**src/rtl/alarm_tone_pkg.sv**
```systemverilog
// Shared types, tone table and small helpers for the alarm tone scheduler.
// The table is sized for exactly four requesters.
package alarm_tone_pkg;

  typedef enum logic [1:0] {
    IDLE   = 2'd0,
    PLAY_A = 2'd1,
    PLAY_B = 2'd2,
    GAP    = 2'd3
  } state_e;

  localparam int REQ_COUNT = 4;

  localparam int unsigned BASE_HP_A [REQ_COUNT] = '{3, 4, 6, 2};
  localparam int unsigned BASE_HP_B [REQ_COUNT] = '{5, 7, 6, 9};

  // Half-period in clk cycles for an owner/phase; caller truncates to its counter width.
  function automatic int unsigned half_period(input logic [1:0]  idx,
                                              input logic        phase_b,
                                              input int unsigned scale);
    int unsigned base;
    base = phase_b ? BASE_HP_B[idx] : BASE_HP_A[idx];
    return base * scale;
  endfunction

  function automatic logic [REQ_COUNT-1:0] lowest_set(input logic [REQ_COUNT-1:0] v);
    logic [REQ_COUNT-1:0] r;
    r = '0;
    for (int i = REQ_COUNT - 1; i >= 0; i--) begin
      if (v[i]) begin
        r    = '0;
        r[i] = 1'b1;
      end
    end
    return r;
  endfunction

  function automatic logic [1:0] onehot_idx(input logic [REQ_COUNT-1:0] oh);
    logic [1:0] idx;
    idx = '0;
    for (int i = REQ_COUNT - 1; i >= 0; i--) begin
      if (oh[i]) idx = 2'(i);
    end
    return idx;
  endfunction

endpackage

```
**src/rtl/tone_half_period_gen.sv**
```systemverilog
// Half-period down-counter driving a square-wave speaker flop.
// load_i reloads the counter without touching the speaker unless clear_i is also set.
module tone_half_period_gen #(
  parameter int HP_W = 20
) (
  input  logic            clk,
  input  logic            reset_n,
  input  logic            load_i,
  input  logic            clear_i,
  input  logic            en_i,
  input  logic [HP_W-1:0] half_period_i,
  output logic            speaker_o
);

  localparam logic [HP_W-1:0] HP_ONE = HP_W'(1);

  logic [HP_W-1:0] cnt_q, cnt_d;
  logic            spk_q, spk_d;

  always_comb begin
    cnt_d = cnt_q;
    spk_d = spk_q;
    if (load_i) begin
      cnt_d = half_period_i - HP_ONE;
      if (clear_i) spk_d = 1'b0;
    end else if (clear_i) begin
      cnt_d = '0;
      spk_d = 1'b0;
    end else if (en_i) begin
      if (cnt_q == '0) begin
        spk_d = ~spk_q;
        cnt_d = half_period_i - HP_ONE;
      end else begin
        cnt_d = cnt_q - HP_ONE;
      end
    end
  end

  always_ff @(posedge clk or negedge reset_n) begin
    if (!reset_n) begin
      cnt_q <= '0;
      spk_q <= 1'b0;
    end else begin
      cnt_q <= cnt_d;
      spk_q <= spk_d;
    end
  end

  assign speaker_o = spk_q;

endmodule

```
**src/rtl/alarm_tone_scheduler.sv**
```systemverilog
// Fixed-priority arbiter sharing one speaker between four two-tone sirens, with a gap between owners.
// Define ALARM_TONE_PREEMPT_EN to let a higher-priority request take over mid-play without a gap.
module alarm_tone_scheduler
  import alarm_tone_pkg::*;
#(
  parameter int NUM_REQ      = REQ_COUNT,
  parameter int DWELL_CYCLES = 13500000,
  parameter int GAP_CYCLES   = 2700000,
  parameter int TONE_SCALE   = 100,
  parameter int HP_W         = 20
) (
  input  logic               clk,
  input  logic               reset_n,
  input  logic [NUM_REQ-1:0] req,
  output logic [NUM_REQ-1:0] grant,
  output logic               busy,
  output logic               tone_b,
  output logic               speaker
);

  localparam int DW_W = ($clog2(DWELL_CYCLES) < 1) ? 1 : $clog2(DWELL_CYCLES);
  localparam int GP_W = ($clog2(GAP_CYCLES) < 1) ? 1 : $clog2(GAP_CYCLES);

  localparam logic [DW_W-1:0] DWELL_LOAD = DW_W'(DWELL_CYCLES - 1);
  localparam logic [GP_W-1:0] GAP_LOAD   = GP_W'(GAP_CYCLES - 1);
  localparam logic [DW_W-1:0] DW_ONE     = DW_W'(1);
  localparam logic [GP_W-1:0] GP_ONE     = GP_W'(1);

  state_e             state_q, state_d;
  logic [NUM_REQ-1:0] grant_q, grant_d;
  logic               tone_b_q, tone_b_d;
  logic [DW_W-1:0]    dwell_q, dwell_d;
  logic [GP_W-1:0]    gap_q, gap_d;

  logic [NUM_REQ-1:0] winner;
  logic               tone_load, tone_clear, tone_en;
  logic [1:0]         hp_owner;
  logic               hp_phase;
  logic [HP_W-1:0]    hp_sel;

  assign winner = lowest_set(req);

  always_comb begin
    state_d    = state_q;
    grant_d    = grant_q;
    tone_b_d   = tone_b_q;
    dwell_d    = dwell_q;
    gap_d      = gap_q;
    tone_load  = 1'b0;
    tone_clear = 1'b0;
    tone_en    = 1'b0;
    hp_owner   = onehot_idx(grant_q);
    hp_phase   = tone_b_q;

    case (state_q)
      IDLE: begin
        if (|req) begin
          grant_d    = winner;
          tone_b_d   = 1'b0;
          dwell_d    = DWELL_LOAD;
          tone_load  = 1'b1;
          tone_clear = 1'b1;
          hp_owner   = onehot_idx(winner);
          hp_phase   = 1'b0;
          state_d    = PLAY_A;
        end
      end

      PLAY_A, PLAY_B: begin
        tone_en = 1'b1;
        if (dwell_q == '0) begin
          // Release is only honoured at a phase boundary so phases always complete.
          if ((req & grant_q) != '0) begin
            state_d   = (state_q == PLAY_A) ? PLAY_B : PLAY_A;
            tone_b_d  = ~tone_b_q;
            dwell_d   = DWELL_LOAD;
            tone_load = 1'b1;
            hp_phase  = ~tone_b_q;
          end else begin
            state_d    = GAP;
            grant_d    = '0;
            tone_b_d   = 1'b0;
            gap_d      = GAP_LOAD;
            tone_clear = 1'b1;
          end
        end else begin
          dwell_d = dwell_q - DW_ONE;
        end
`ifdef ALARM_TONE_PREEMPT_EN
        if ((req & (grant_q - NUM_REQ'(1))) != '0) begin
          state_d    = PLAY_A;
          grant_d    = winner;
          tone_b_d   = 1'b0;
          dwell_d    = DWELL_LOAD;
          tone_load  = 1'b1;
          tone_clear = 1'b1;
          hp_owner   = onehot_idx(winner);
          hp_phase   = 1'b0;
        end
`endif
      end

      GAP: begin
        if (gap_q == '0) state_d = IDLE;
        else             gap_d   = gap_q - GP_ONE;
      end

      default: state_d = IDLE;
    endcase

    hp_sel = HP_W'(half_period(hp_owner, hp_phase, TONE_SCALE));
  end

  always_ff @(posedge clk or negedge reset_n) begin
    if (!reset_n) begin
      state_q  <= IDLE;
      grant_q  <= '0;
      tone_b_q <= 1'b0;
      dwell_q  <= '0;
      gap_q    <= '0;
    end else begin
      state_q  <= state_d;
      grant_q  <= grant_d;
      tone_b_q <= tone_b_d;
      dwell_q  <= dwell_d;
      gap_q    <= gap_d;
    end
  end

  tone_half_period_gen #(
    .HP_W(HP_W)
  ) u_tone (
    .clk          (clk),
    .reset_n      (reset_n),
    .load_i       (tone_load),
    .clear_i      (tone_clear),
    .en_i         (tone_en),
    .half_period_i(hp_sel),
    .speaker_o    (speaker)
  );

  assign grant  = grant_q;
  assign busy   = (state_q != IDLE);
  assign tone_b = tone_b_q;

endmodule
```
**config.mk**
```make
export PLATFORM = sky130hd
export DESIGN_NAME = alarm_tone_scheduler
export DESIGN_NICKNAME = d
export VERILOG_FILES = /design/src/rtl/alarm_tone_pkg.sv /design/src/rtl/tone_half_period_gen.sv /design/src/rtl/alarm_tone_scheduler.sv
export SDC_FILE = /design/constraint.sdc
export NUM_CORES = 1
export LEC_CHECK = 0
export BUFFER_PORTS_ARGS = -buffer_cell sky130_fd_sc_hd__buf_2
export CAP_MARGIN = 40
export CORE_ASPECT_RATIO = 0.9
export CORE_MARGIN = 2
export CORE_UTILIZATION = 50
export CTS_CLUSTER_DIAMETER = 200
export CTS_CLUSTER_SIZE = 10
export DETAILED_ROUTE_END_ITERATION = 8
export PLACE_DENSITY = 0.69
export SYNTH_ARGS = -nofsm -noshare
export SYNTH_HDL_FRONTEND = slang
export SYNTH_SLANG_ARGS = --single-unit
```
**constraint.sdc**
```tcl
create_clock -name clk -period 7.55 [get_ports clk]
set_input_delay 1.51 -clock clk [delete_from_list [all_inputs] [get_ports clk]]
set_output_delay 1.51 -clock clk [all_outputs]
set_load 0.02 [all_outputs]
```
==> results.py <==
metrics = {
    "status": {
        "status": "finished, final reports clean",
    },
    "clock_tree": {
        "postCtsSetupBuffers": 0,
        "h-tree-depth": 3,
        "root_buffer": "clkbuf_8",
        "cts_buffers": 9,
        "cts_sinks": 74,
        "cts_tree": "built",
        "clock_latency_ns": 0.36,
        "hold_buffers": 0,
        "cts-resized-gates": 0,
        "clock_path_buffers": 2,
        "cts.reportedPaths.clkPinSlew_ns": 0.09,
    },
    "cells_and_area": {
        "finalNetCount": 601,
        "drive_gt1_frac": 0.1000,
        "synthToLayoutAreaGrowth_pct": 8.168,
        "antenna_cells": 0,
    },
    "synthesis": {
        "yosys_warnings": 0,
        "ys_seq_area_frac": 0.3802,
        "yosys-top-cells-area": "dfrtp_1 (38%), ha_1 (5.1%), nor2_1 (4.4%), nand2_1 (4.3%), o21ai_0 (4.0%)",
        "yosys.area.top_type_share": 0.3802,
        "yosys_register_bits": 74,
        "yosysMostFrequentCell": "dfrtp_1",
        "synthFlopType": "dfrtp_1",
        "synthCells": 563,
        "synthesis.nets": 589,
        "postSynthAreaPerCell_sq_um": 8.652,
        "synth-async-reset-ratio": 1.000,
        "yosysTopAreaCell": "dfrtp_1",
        "ys_types": 66,
        "synth_common_cells": "dfrtp_1 (74), nor2_1 (57), nand2_1 (56), o21ai_0 (39), nand3_1 (31)",
        "synth-edff-count": 0,
        "synthesis.area_sq_um": 4871,
    },
    "drt": {
        "viasPerCell": 5.882,
        "routed_wl_mm": 11.00,
        "firstDrtPassIters": 5,
        "via_count": 4153,
        "first_iter_violations": 227,
        "drc": 0,
        "final_antenna_net_count": 0,
        "wl_per_cell_um": 15.58,
    },
    "sta": {
        "fin_setup_tns_ns": 0,
        "setup_viol": 0,
        "skew_ns": 0.01370,
        "hold_viol_final": 0,
        "slew_headroom": 0.3880,
        "maxSlewViolCount": 0,
        "fmax_mhz": 204.2,
        "rsz0062_at_grt": "false",
        "tightest_slew_ns": 0.9096,
        "period_share": 0.6486,
        "period_minus_slack_ns": 4.897,
    },
    "min_path": {
        "hold_class": "reg2reg",
    },
    "setup_path": {
        "startpoint_type": "primary input",
        "crit_fanout": 6,
        "end_kind": "register",
        "worstPathRequired_ns": 7.83,
        "crit_type": "in2reg",
        "cp_data_arrival_time_ns": 5.17,
    },
    "grt": {
        "grt_max_degree": 66,
        "grt_pass1_vias": 3957,
        "overflow": 0,
        "grt_pass1_wl_mm": 19.22,
        "track_usage": 0.2287,
        "antenna_found_initial": 0,
    },
    "pwr": {
        "leakagePower_nw": 2.137,
        "total_power_mw": 2.193,
        "irDropWorstVdd_mv": 0.2843,
        "power.density_nw_per_um2": 416.2,
    },
    "place": {
        "port_buffers": 12,
        "place_hpwl_mm": 7.870,
        "gp_congestion": 0.8798,
    },
    "floorplan": {
        "die_h_um": 97.64,
        "core_sq_um": 9572,
        "start_util": 0.5089,
        "ios": 13,
        "die-area_sq_um": 10550,
        "num_rows": 34,
        "die_width_um": 108.0,
    },
    "job": {
        "max_cap_viol_count": 0,
    },
}
-- metrics by stage --
| stage | util | std cells | area, sq um | hold slack (ns) | setup slack (ns) |
|---|---|---|---|---|---|
| CTS | 0.5505 | 706 | 5269 | 0.4734 | 2.687 |
| detailed placement | 0.5295 | 690 | 5069 | 0.4564 | 2.329 |
| finish | 0.5505 | 706 | 5269 | 0.4747 | 2.653 |
| global placement | 0.5259 | 688 | 5034 | 0.4576 | 2.470 |
| global route | 0.5505 | 706 | 5269 | 0.4942 | 2.291 |
| floorplan | - | 563 | 4871 | 0.4360 | 2.887 |
-- final cells by class --
cell class,instances,area [sq um]
Inverter,23,86.33
Clock inverter,7,76.32
Fill cell,871,4303
Sequential cell,74,1852
Tap cell,126,157.7
Timing Repair Buffer,17,120.1
Multi-Input combinational cell,450,2853
Clock buffer,9,123.9
-- worst max-delay path: stages --
cell	delay, ns
buf_2	0.13
a22oi_1	0.23
and2_1	0.27
inv_1	0.12
ha_1	0.28
o31ai_1	0.43
o21a_1	0.27
nand2_1	0.07
o21ai_0	0.13
inv_1	0.08
ha_1	0.28
ha_1	0.30
ha_1	0.34
xnor2_1	0.26
nand2_1	0.08
nor3_1	0.22
o2bb2ai_1	0.16
-- layer usage --
| layer | share of wire | GRT usage |
|---|---|---|
| met1 | 0.50 | 0.3356 |
| met2 | 0.44 | 0.3435 |
| met3 | 0.048 | 0.04829 |
| met4 | 0.013 | 0.05819 |
| met5 | 0 | 0 |
-- layout by cell type (no fill, tap or decap), drive strengths merged, types with 3 or more instances in the layout --
cell,instances
nor4b,4
nor2b,4
nand4b,3
xnor2,18
nand3b,3
and2,6
o31ai,7
o21ai,47
nand3,35
and3,4
nand2,57
or4,9
or3,13
nor3b,4
buf,17
nand4,4
mux2i,4
nand2b,9
o211ai,4
dfrtp,74
nor4,20
or2,5
a31oi,3
o21a,6
ha,20
nor2,57
a21oi,25
nor3,27
a21boi,3
inv,25
clkbuf,9
xor2,20
-- cells by family (layout without fill, tap and decap cells) --
logic type      Yosys count  in the layout  share of synthesized area
compound gates          120            120                     0.1559
simple gates            268            268                     0.3018
flops                    74             74                     0.3802
fa+ha+maj                20             20                    0.05137
mux                       4              4                   0.008220
buf+inv                  39             56                    0.03416
xor+xnor                 38             38                    0.06833
-- flip-flops by register name, summed over array words and instances, names as in the netlist --
register	count
gap_q	22
dwell_q	24
u_tone.speaker_o	1
u_tone.cnt_q	20
grant	4
state_q	2
tone_b	1
-- worst paths after layout --
path | startpoint | to | slack [ns] | cells past startpoint
max | req[0] | u_tone.cnt_q[16] | 2.65 | 17
min | u_tone.cnt_q[19] | u_tone.cnt_q[19] | 0.47 | 1
max reg2reg | grant[2] | u_tone.cnt_q[16] | 3.50 | 16
min reg2reg | u_tone.cnt_q[19] | u_tone.cnt_q[19] | 0.47 | 1
max in group asynchronous | reset_n | u_tone.cnt_q[10] | 6.01 | 2
min in group asynchronous | reset_n | gap_q[3] | 0.98 | 1
-- where the power goes --
part           switching, mW  total (mW)  leakage (nW)  internal [mW]
Combinational          0.820        1.27          1.14          0.447
Clock                  0.164       0.319        0.0962          0.155
Sequential             0.110       0.607         0.896          0.497
Note: power is estimated with default switching activity, not from simulation.
